`config.mk`:
```
export PLATFORM = sky130hd
export DESIGN_NAME = sink_apb_master
export DESIGN_NICKNAME = d
export VERILOG_FILES = /design/src/rtl/sink_apb_master.sv
export SDC_FILE = /design/constraint.sdc
export NUM_CORES = 1
export LEC_CHECK = 0
export CORE_MARGIN = 5
export CORE_UTILIZATION = 42
export DETAILED_ROUTE_END_ITERATION = 7
export PLACE_DENSITY = 0.8
export SYNTH_ARGS = -nofsm -noshare
export SYNTH_HDL_FRONTEND = slang
export SYNTH_SLANG_ARGS = --single-unit
export TNS_END_PERCENT = 5
```
`constraint.sdc`:
```
create_clock -name i_clk_sink -period 1.95 [get_ports i_clk_sink]
set_input_delay 0.4875 -clock i_clk_sink [delete_from_list [all_inputs] [get_ports i_clk_sink]]
set_output_delay 0.4875 -clock i_clk_sink [all_outputs]
set_load 0.01 [all_outputs]
```
`src/rtl/sink_apb_master.sv`:
```
// -----------------------------------------------------------------------------
// sink_apb_master
//   Pops request packets from a request FIFO, runs each one as a single APB
//   transfer (SETUP then ACCESS, with a bounded wait for PREADY), and pushes
//   one response packet per transfer into a response FIFO. Sleep requests are
//   honoured only between transfers.
//
// Ports
//   i_clk_sink, i_rstn_sink   clock, asynchronous active-low reset
//   i_req_packet, i_req_empty request FIFO head entry and empty flag
//   o_req_rd_en               request FIFO pop strobe
//   o_rsp_packet, o_rsp_wr_en response FIFO data and push strobe
//   i_rsp_full                response FIFO full flag
//   o_psel, o_penable, o_pwrite, o_paddr, o_pwdata   APB requester outputs
//   i_pready, i_pslverr, i_prdata                     APB completer response
//   i_sink_sleep_req, o_sink_sleep_ack                sleep handshake
//
// Request packet : {rd0_wr1, reserved, addr[A-1:0], wdata[D-1:0]}
// Response packet: {error, rdata[D-1:0]} (data is zero for writes)
// -----------------------------------------------------------------------------
module sink_apb_master #(
  parameter int unsigned ADDR_WIDTH = 32,
  parameter int unsigned DATA_WIDTH = 32,
  parameter int unsigned TIMEOUT    = 16
) (
  input  logic                             i_clk_sink,
  input  logic                             i_rstn_sink,
  input  logic [ADDR_WIDTH+DATA_WIDTH+1:0] i_req_packet,
  input  logic                             i_req_empty,
  output logic                             o_req_rd_en,
  output logic [DATA_WIDTH:0]              o_rsp_packet,
  input  logic                             i_rsp_full,
  output logic                             o_rsp_wr_en,
  output logic                             o_psel,
  output logic                             o_penable,
  output logic                             o_pwrite,
  output logic [ADDR_WIDTH-1:0]            o_paddr,
  output logic [DATA_WIDTH-1:0]            o_pwdata,
  input  logic                             i_pready,
  input  logic                             i_pslverr,
  input  logic [DATA_WIDTH-1:0]            i_prdata,
  input  logic                             i_sink_sleep_req,
  output logic                             o_sink_sleep_ack
);

  // Counter is sized for the largest legal TIMEOUT (255).
  localparam int unsigned CNT_W    = 8;
  localparam int unsigned WR_BIT   = ADDR_WIDTH + DATA_WIDTH + 1;
  localparam int unsigned RSV_BIT  = ADDR_WIDTH + DATA_WIDTH;
  localparam int unsigned ADDR_LSB = DATA_WIDTH;

  typedef enum logic [1:0] {
    IDLE   = 2'd0,
    SETUP  = 2'd1,
    ACCESS = 2'd2,
    RESP   = 2'd3
  } state_e;

  state_e                  state_q, state_d;
  logic [CNT_W-1:0]        cnt_q, cnt_d;
  logic                    req_rd_en_q, req_rd_en_d;
  logic                    rsp_wr_en_q, rsp_wr_en_d;
  logic [DATA_WIDTH:0]     rsp_packet_q, rsp_packet_d;
  logic                    psel_q, psel_d;
  logic                    penable_q, penable_d;
  logic                    pwrite_q, pwrite_d;
  logic [ADDR_WIDTH-1:0]   paddr_q, paddr_d;
  logic [DATA_WIDTH-1:0]   pwdata_q, pwdata_d;
  logic                    sleep_ack_q, sleep_ack_d;

  logic [CNT_W-1:0]        cnt_inc;
  logic [DATA_WIDTH-1:0]   rd_data;
  logic                    unused_rsv;

  // The reserved packet bit carries no meaning for this block.
  assign unused_rsv = i_req_packet[RSV_BIT];

  assign cnt_inc = cnt_q + CNT_W'(1);
  // Writes return zero data regardless of what the completer drives.
  assign rd_data = pwrite_q ? '0 : i_prdata;

  // Next-state and next-output logic.
  always_comb begin
    state_d      = state_q;
    cnt_d        = cnt_q;
    req_rd_en_d  = 1'b0;
    rsp_wr_en_d  = 1'b0;
    psel_d       = 1'b0;
    penable_d    = 1'b0;
    pwrite_d     = pwrite_q;
    paddr_d      = paddr_q;
    pwdata_d     = pwdata_q;
    rsp_packet_d = rsp_packet_q;

    case (state_q)
      IDLE: begin
        // Latch the head entry and pop it in the same cycle SETUP is entered.
        if (!i_req_empty && !i_sink_sleep_req) begin
          state_d     = SETUP;
          req_rd_en_d = 1'b1;
          psel_d      = 1'b1;
          pwrite_d    = i_req_packet[WR_BIT];
          paddr_d     = i_req_packet[ADDR_LSB +: ADDR_WIDTH];
          pwdata_d    = i_req_packet[DATA_WIDTH-1:0];
          cnt_d       = '0;
        end
      end

      SETUP: begin
        state_d   = ACCESS;
        psel_d    = 1'b1;
        penable_d = 1'b1;
        cnt_d     = '0;
      end

      ACCESS: begin
        if (i_pready) begin
          state_d      = RESP;
          rsp_packet_d = {i_pslverr, rd_data};
        end else if (cnt_inc == CNT_W'(TIMEOUT)) begin
          // Completer never answered: abort with an error response.
          state_d      = RESP;
          cnt_d        = cnt_inc;
          rsp_packet_d = {1'b1, {DATA_WIDTH{1'b0}}};
        end else begin
          cnt_d     = cnt_inc;
          psel_d    = 1'b1;
          penable_d = 1'b1;
        end
      end

      RESP: begin
        if (!i_rsp_full) begin
          state_d     = IDLE;
          rsp_wr_en_d = 1'b1;
        end
      end

      default: begin
        state_d = IDLE;
      end
    endcase

    // Acknowledge only when the FSM is (about to be) parked in IDLE.
    sleep_ack_d = (state_d == IDLE) && i_sink_sleep_req;
  end

  // State and output registers.
  always_ff @(posedge i_clk_sink or negedge i_rstn_sink) begin
    if (!i_rstn_sink) begin
      state_q      <= IDLE;
      cnt_q        <= '0;
      req_rd_en_q  <= 1'b0;
      rsp_wr_en_q  <= 1'b0;
      rsp_packet_q <= '0;
      psel_q       <= 1'b0;
      penable_q    <= 1'b0;
      pwrite_q     <= 1'b0;
      paddr_q      <= '0;
      pwdata_q     <= '0;
      sleep_ack_q  <= 1'b0;
    end else begin
      state_q      <= state_d;
      cnt_q        <= cnt_d;
      req_rd_en_q  <= req_rd_en_d;
      rsp_wr_en_q  <= rsp_wr_en_d;
      rsp_packet_q <= rsp_packet_d;
      psel_q       <= psel_d;
      penable_q    <= penable_d;
      pwrite_q     <= pwrite_d;
      paddr_q      <= paddr_d;
      pwdata_q     <= pwdata_d;
      sleep_ack_q  <= sleep_ack_d;
    end
  end

  assign o_req_rd_en      = req_rd_en_q;
  assign o_rsp_wr_en      = rsp_wr_en_q;
  assign o_rsp_packet     = rsp_packet_q;
  assign o_psel           = psel_q;
  assign o_penable        = penable_q;
  assign o_pwrite         = pwrite_q;
  assign o_paddr          = paddr_q;
  assign o_pwdata         = pwdata_q;
  assign o_sink_sleep_ack = sleep_ack_q;

endmodule

```
* After elaboration in Yosys (flattened, before gate mapping)
Cells that the tools add are included.
** Storage, ports and cells
- Bits in registers :: 113
- Word-level logic and storage cells :: 48
- Output and inout port bits :: 103
- Bits in latches :: 0
- Memory bits (writable) :: 0
- Memory bits (read-only) :: 0
- Memories :: 0
- Input bits :: 105
** Operators by class
- Multiplexer cells :: 19
- Divide/modulo/power cells :: 0
- Bitwise gates (word level) :: 0
- Add/subtract/negate cells :: 1
- Equal/unequal tests :: 6
- Reductions and logical operators :: 11
- Shifts and indexed selects :: 0
- Multiply operators :: 0
- $lt $le $gt $ge :: 0
** Operators with widths (count)
- 33-bit 2-to-1 mux :: 2
- 32-bit 2-to-1 mux :: 1
- 8-bit case mux with 3 select lines :: 1
- 8-bit 2-to-1 mux :: 2
- 8-bit by 1-bit adder with 8-bit output (second input constant) :: 1
- 8-bit by 5-bit == test with 1-bit output (second input constant) :: 1
- 2-bit 2-to-1 mux :: 4
- 2-bit case mux with 4 select lines :: 1
- 1-bit 2-to-1 mux :: 6
- 2-bit == test (second input constant) :: 2
- 2-bit zero test :: 2
- 2-bit inequality test (second input constant) :: 2
- 2-bit AND reduction :: 2
- 1-bit case mux with 3 select lines :: 1
- 3-bit AND reduction :: 1
- 3-bit nonzero test :: 1
- 2-bit by 1-bit == test with 1-bit output (second input constant) :: 1
- 1-bit logical AND :: 2
- 1-bit zero test :: 2
- 1-bit case mux with 2 select lines :: 1
- 2-bit nonzero test :: 1

* Depth between registers and ports, before layout
- Depth after elaboration :: 7
- Depth in mapped cells :: 8
- Mapped depth without buffers :: 6

* Worst setup path before layout
No wires, ideal clock.
- Path kind :: register to register
- Start point :: reg state_q[0]
- End point :: reg paddr_q[25] (netlist: o_paddr[25])
- Slack :: 0.156 ns
- Arrival :: 1.669 ns
- Data required time :: 1.825 ns
- Clock period less this slack :: 1.794 ns
- Path buffers :: 2
- Cell stages (with the launch flop) :: 7
- Setup time :: 0.125 ns
- Cell sequence :: dfrtp_1 > inv_1 > ha_1 > nor3b_4 > buf_4 > buf_4 > mux2_2
** On the way
- Longest elaborated chain between the ends :: 2
** RTL lines
- from (decl) :: line 59 : state_e state_q, state_d;
- from (signal assigned) :: line 163 : state_q <= state_d;
- 2-bit zero test :: line 95 : case (state_q)
- 2-bit AND reduction (no source line)
- to (signal assigned) :: line 171 : paddr_q <= paddr_d;
- to (decl) :: line 67 : logic [ADDR_WIDTH-1:0] paddr_q, paddr_d;
No other way between the ends.
A chain may end at the register's enable or synchronous reset.

* Worst setup path in the final report
- Start point :: reg paddr_q[22] (netlist: o_paddr[22])
- End point :: out o_paddr[22]
** RTL lines
- to (decl) :: line 37 : output logic [ADDR_WIDTH-1:0] o_paddr,
No word-level cell between the ends.

==> impl_metrics.json <==
{
  "dp_slack_ns": -0.163,
  "synth_cells": 370,
  "finalHoldWorstSlack_ns": 0.502,
  "ys.flop_type": "dfrtp_1",
  "detail-route-antenna-nets": 0,
  "finalCriticalPeriod_ns": 1.90,
  "grt-ovfl-total": 0,
  "start_util_pct": 43.1,
  "cts_inserted_buffers": 17,
  "routabilityCongestion": 0.798,
  "viasPerCell": 5.17,
  "die_h_um": 116,
  "grt_pass1_vias": 4245,
  "cts-root-buf": "clkbuf_8",
  "worstPathArrival_ns": 1.41,
  "crit_slowest_cell": "clkdlybuf4s50_1",
  "synth_edf_count": 0,
  "grt_pass1_wl_mm": 22.0,
  "finalHoldViolCount": 0,
  "synth_area_per_cell_um2": 12.7,
  "drc": 0,
  "yosys-top-cells-area": "dfrtp_1 60%, mux2_2 16%, a22oi_1 5.1%, o21ai_0 4.9%, nand2b_1 4.7%",
  "grt_max_degree": 71,
  "dr.first_iter.drc_count": 132,
  "syn-num-nets": 480,
  "min_to": "o_pwdata[27]",
  "p_leak_nw": 3.51,
  "wirelength_mm": 13.9,
  "hp-class": "flip-flop to flip-flop",
  "outcome": "complete, no violations",
  "start_kind": "flip-flop",
  "netlist_area_mm2": 0.00469,
  "dpl_cell_area_mm2": 0.00713,
  "fmax_mhz": 526,
  "clock_sinks": 113,
  "whs_path_depth": 1,
  "grt_use_total_pct": 21.4,
  "antenna_cells": 0,
  "setup_ws_ns": 0.0497,
  "required_ns": 1.46,
  "final-instance-count-excl-fill": 755,
  "setup_viol": 0,
  "ctsLongestPathBuffers": 2,
  "insertion_delay_ns": 0.50,
  "drive_above_1_share_pct": 20.5,
  "r2r_start": "state_q[0]",
  "ys_seq_elements": 113,
  "routedWlPerCell_um": 18.4,
  "synth_top_cells_by_count": "113 x dfrtp_1, 65 x mux2_2, 46 x o21ai_0",
  "power_per_cell_area_mw_per_mm2": 1530,
  "dieArea_mm2": 0.0134,
  "irDropWorstVdd_mv": 0.910,
  "rows": 38,
  "cpPeakStageDelay_ns": 0.55,
  "die_w_um": 116,
  "finalInstanceArea_mm2": 0.00786,
  "async_flop_share_pct": 100,
  "dr.pass1.iters": 4,
  "cts_max_level": 4,
  "critPathCaptureType": "primary output",
  "rr_worst_depth": 7,
  "area_growth_pct": 67.6,
  "cap_violations": 0,
  "vias": 3901,
  "path_cells": "clkdlybuf4s50_1",
  "max_slew_margin_pct": 63.4,
  "worst-path-buf-inv": 1,
  "worst_path_dominant_cell_family": "buffers and inverters",
  "clk_pin_slew_worst_paths_ns": 0.06,
  "finalCritPeriodShare_pct": 97.5,
  "yosysMostFrequentCell": "dfrtp_1",
  "synth_top_cell_by_area": "dfrtp_1",
  "yosysSeqAreaShare_pct": 60.3,
  "io_buffers": 206,
  "ys_types": 27,
  "antenna_found_initial": 0,
  "cts_tree": "done",
  "synth_top_area_share_pct": 60.3,
  "r2r_end": "cnt_q[5]",
  "place_hpwl_mm": 10.2,
  "nets": 712,
  "ys_warn_count": 0,
  "tightest_slew_ns": 0.549,
  "worstSetupPathType": "flip-flop to primary output",
  "min_from": "o_pwdata[27]",
  "p_total_mw": 12.0,
  "boundaryPins": 208,
  "crit_fanout": 2,
  "place_inst": 719,
  "regToRegSetupSlack_ns": 0.12,
  "coreArea_mm2": 0.0109,
  "maxSlewViolCount": 0,
  "worst_clock_skew_ns": 0.0118
}
==> state kept, by name, indices dropped and copies added, names as in the netlist <==
name	cells
o_sink_sleep_ack	1
o_rsp_packet	33
o_paddr	32
o_pwdata	32
state_q	2
o_pwrite	1
cnt_q	8
o_psel	1
o_req_rd_en	1
o_rsp_wr_en	1
o_penable	1
==> cell families (layout without fill, tap and decap cells) <==
kind of cell	count (synthesis)	count (layout)	share of synthesized area (%)
AOI/OAI and AO/OA	92	92	12.0
adders and majority gates	5	5	1.33
buffers and inverters	27	272	2.48
DFF	113	113	60.3
muxes	65	65	15.6
and+or+nand+nor	68	68	8.32
==> layout make-up <==
type	count	area, um^2
Inverter	7	26.3
Sequential cell	113	2830
Clock inverter	10	181
Fill cell	740	3020
Tap cell	140	175
Multi-Input combinational cell	230	1760
Clock buffer	22	453
Timing Repair Buffer	233	2440
==> worst max path at each step <==
stage	start	end	slack, ns	cells after the start
after CTS	o_rsp_packet[10]	o_rsp_packet[10]	0.0003	1
final	o_paddr[22]	o_paddr[22]	0.05	1
after global routing	o_paddr[22]	o_paddr[22]	-0.004	1
after detailed placement	i_sink_sleep_req	cnt_q[5]	-0.16	6
after floorplan	state_q[0]	o_paddr[25]	0.16	6
after global placement	i_sink_sleep_req	cnt_q[2]	-0.07	6
==> per-stage QoR <==
step           util (%)  setup TNS (ns)
5_1_grt            72.2        -0.00445
3_5_place_dp       65.5           -5.94
6_report           72.2               0
2_1_floorplan         -               0
3_3_place_gp       65.5           -2.01
4_1_cts            71.1               0
==> cell usage in the layout (no fill, tap or decap), drive strengths merged <==
cell and n:
clkdlybuf4s50 142, dfrtp 113, mux2 65, o21ai 48
dlymetal6s2s 37, nand2b 35, a22oi 32, buf 27
dlygate4sd2 26, clkbuf 22, nor2 10, nand2 8
inv 6, a21oi 5, bufinv 5, ha 5
clkinv 5, nor2b 4, nand3 3, nor3 2
a21o 2, a2bb2oi 2, and3 2, or3 2
nor3b 1, and4b 1, a21boi 1, o22a 1
o31a 1, clkinvlp 1, dlygate4sd3 1
==> where the power goes <==
group | internal [mW] | switching [mW]
clock network | 2.27 | 1.04
registers | 3.36 | 0.605
logic | 2.80 | 1.95
total | 8.43 | 3.60
==> what timing repair did <==
action	in CTS	in global routing
setup buffers	0	3
hold buffers	1	0
hold endpoints to repair	28	0
resized for setup	26	41
gates cloned	0	0
endpoints found under the setup margin	26	46
==> metal layers <==
layer	vias up	global-route usage [%]	part of all wire, %
met5	-	0	0
met4	0	8.82	3.1
met3	33	8.51	7.5
met2	144	37.5	53
met1	1938	23.2	36
li1	1786	-	-
No activity file was read; power rests on OpenSTA's default activity.
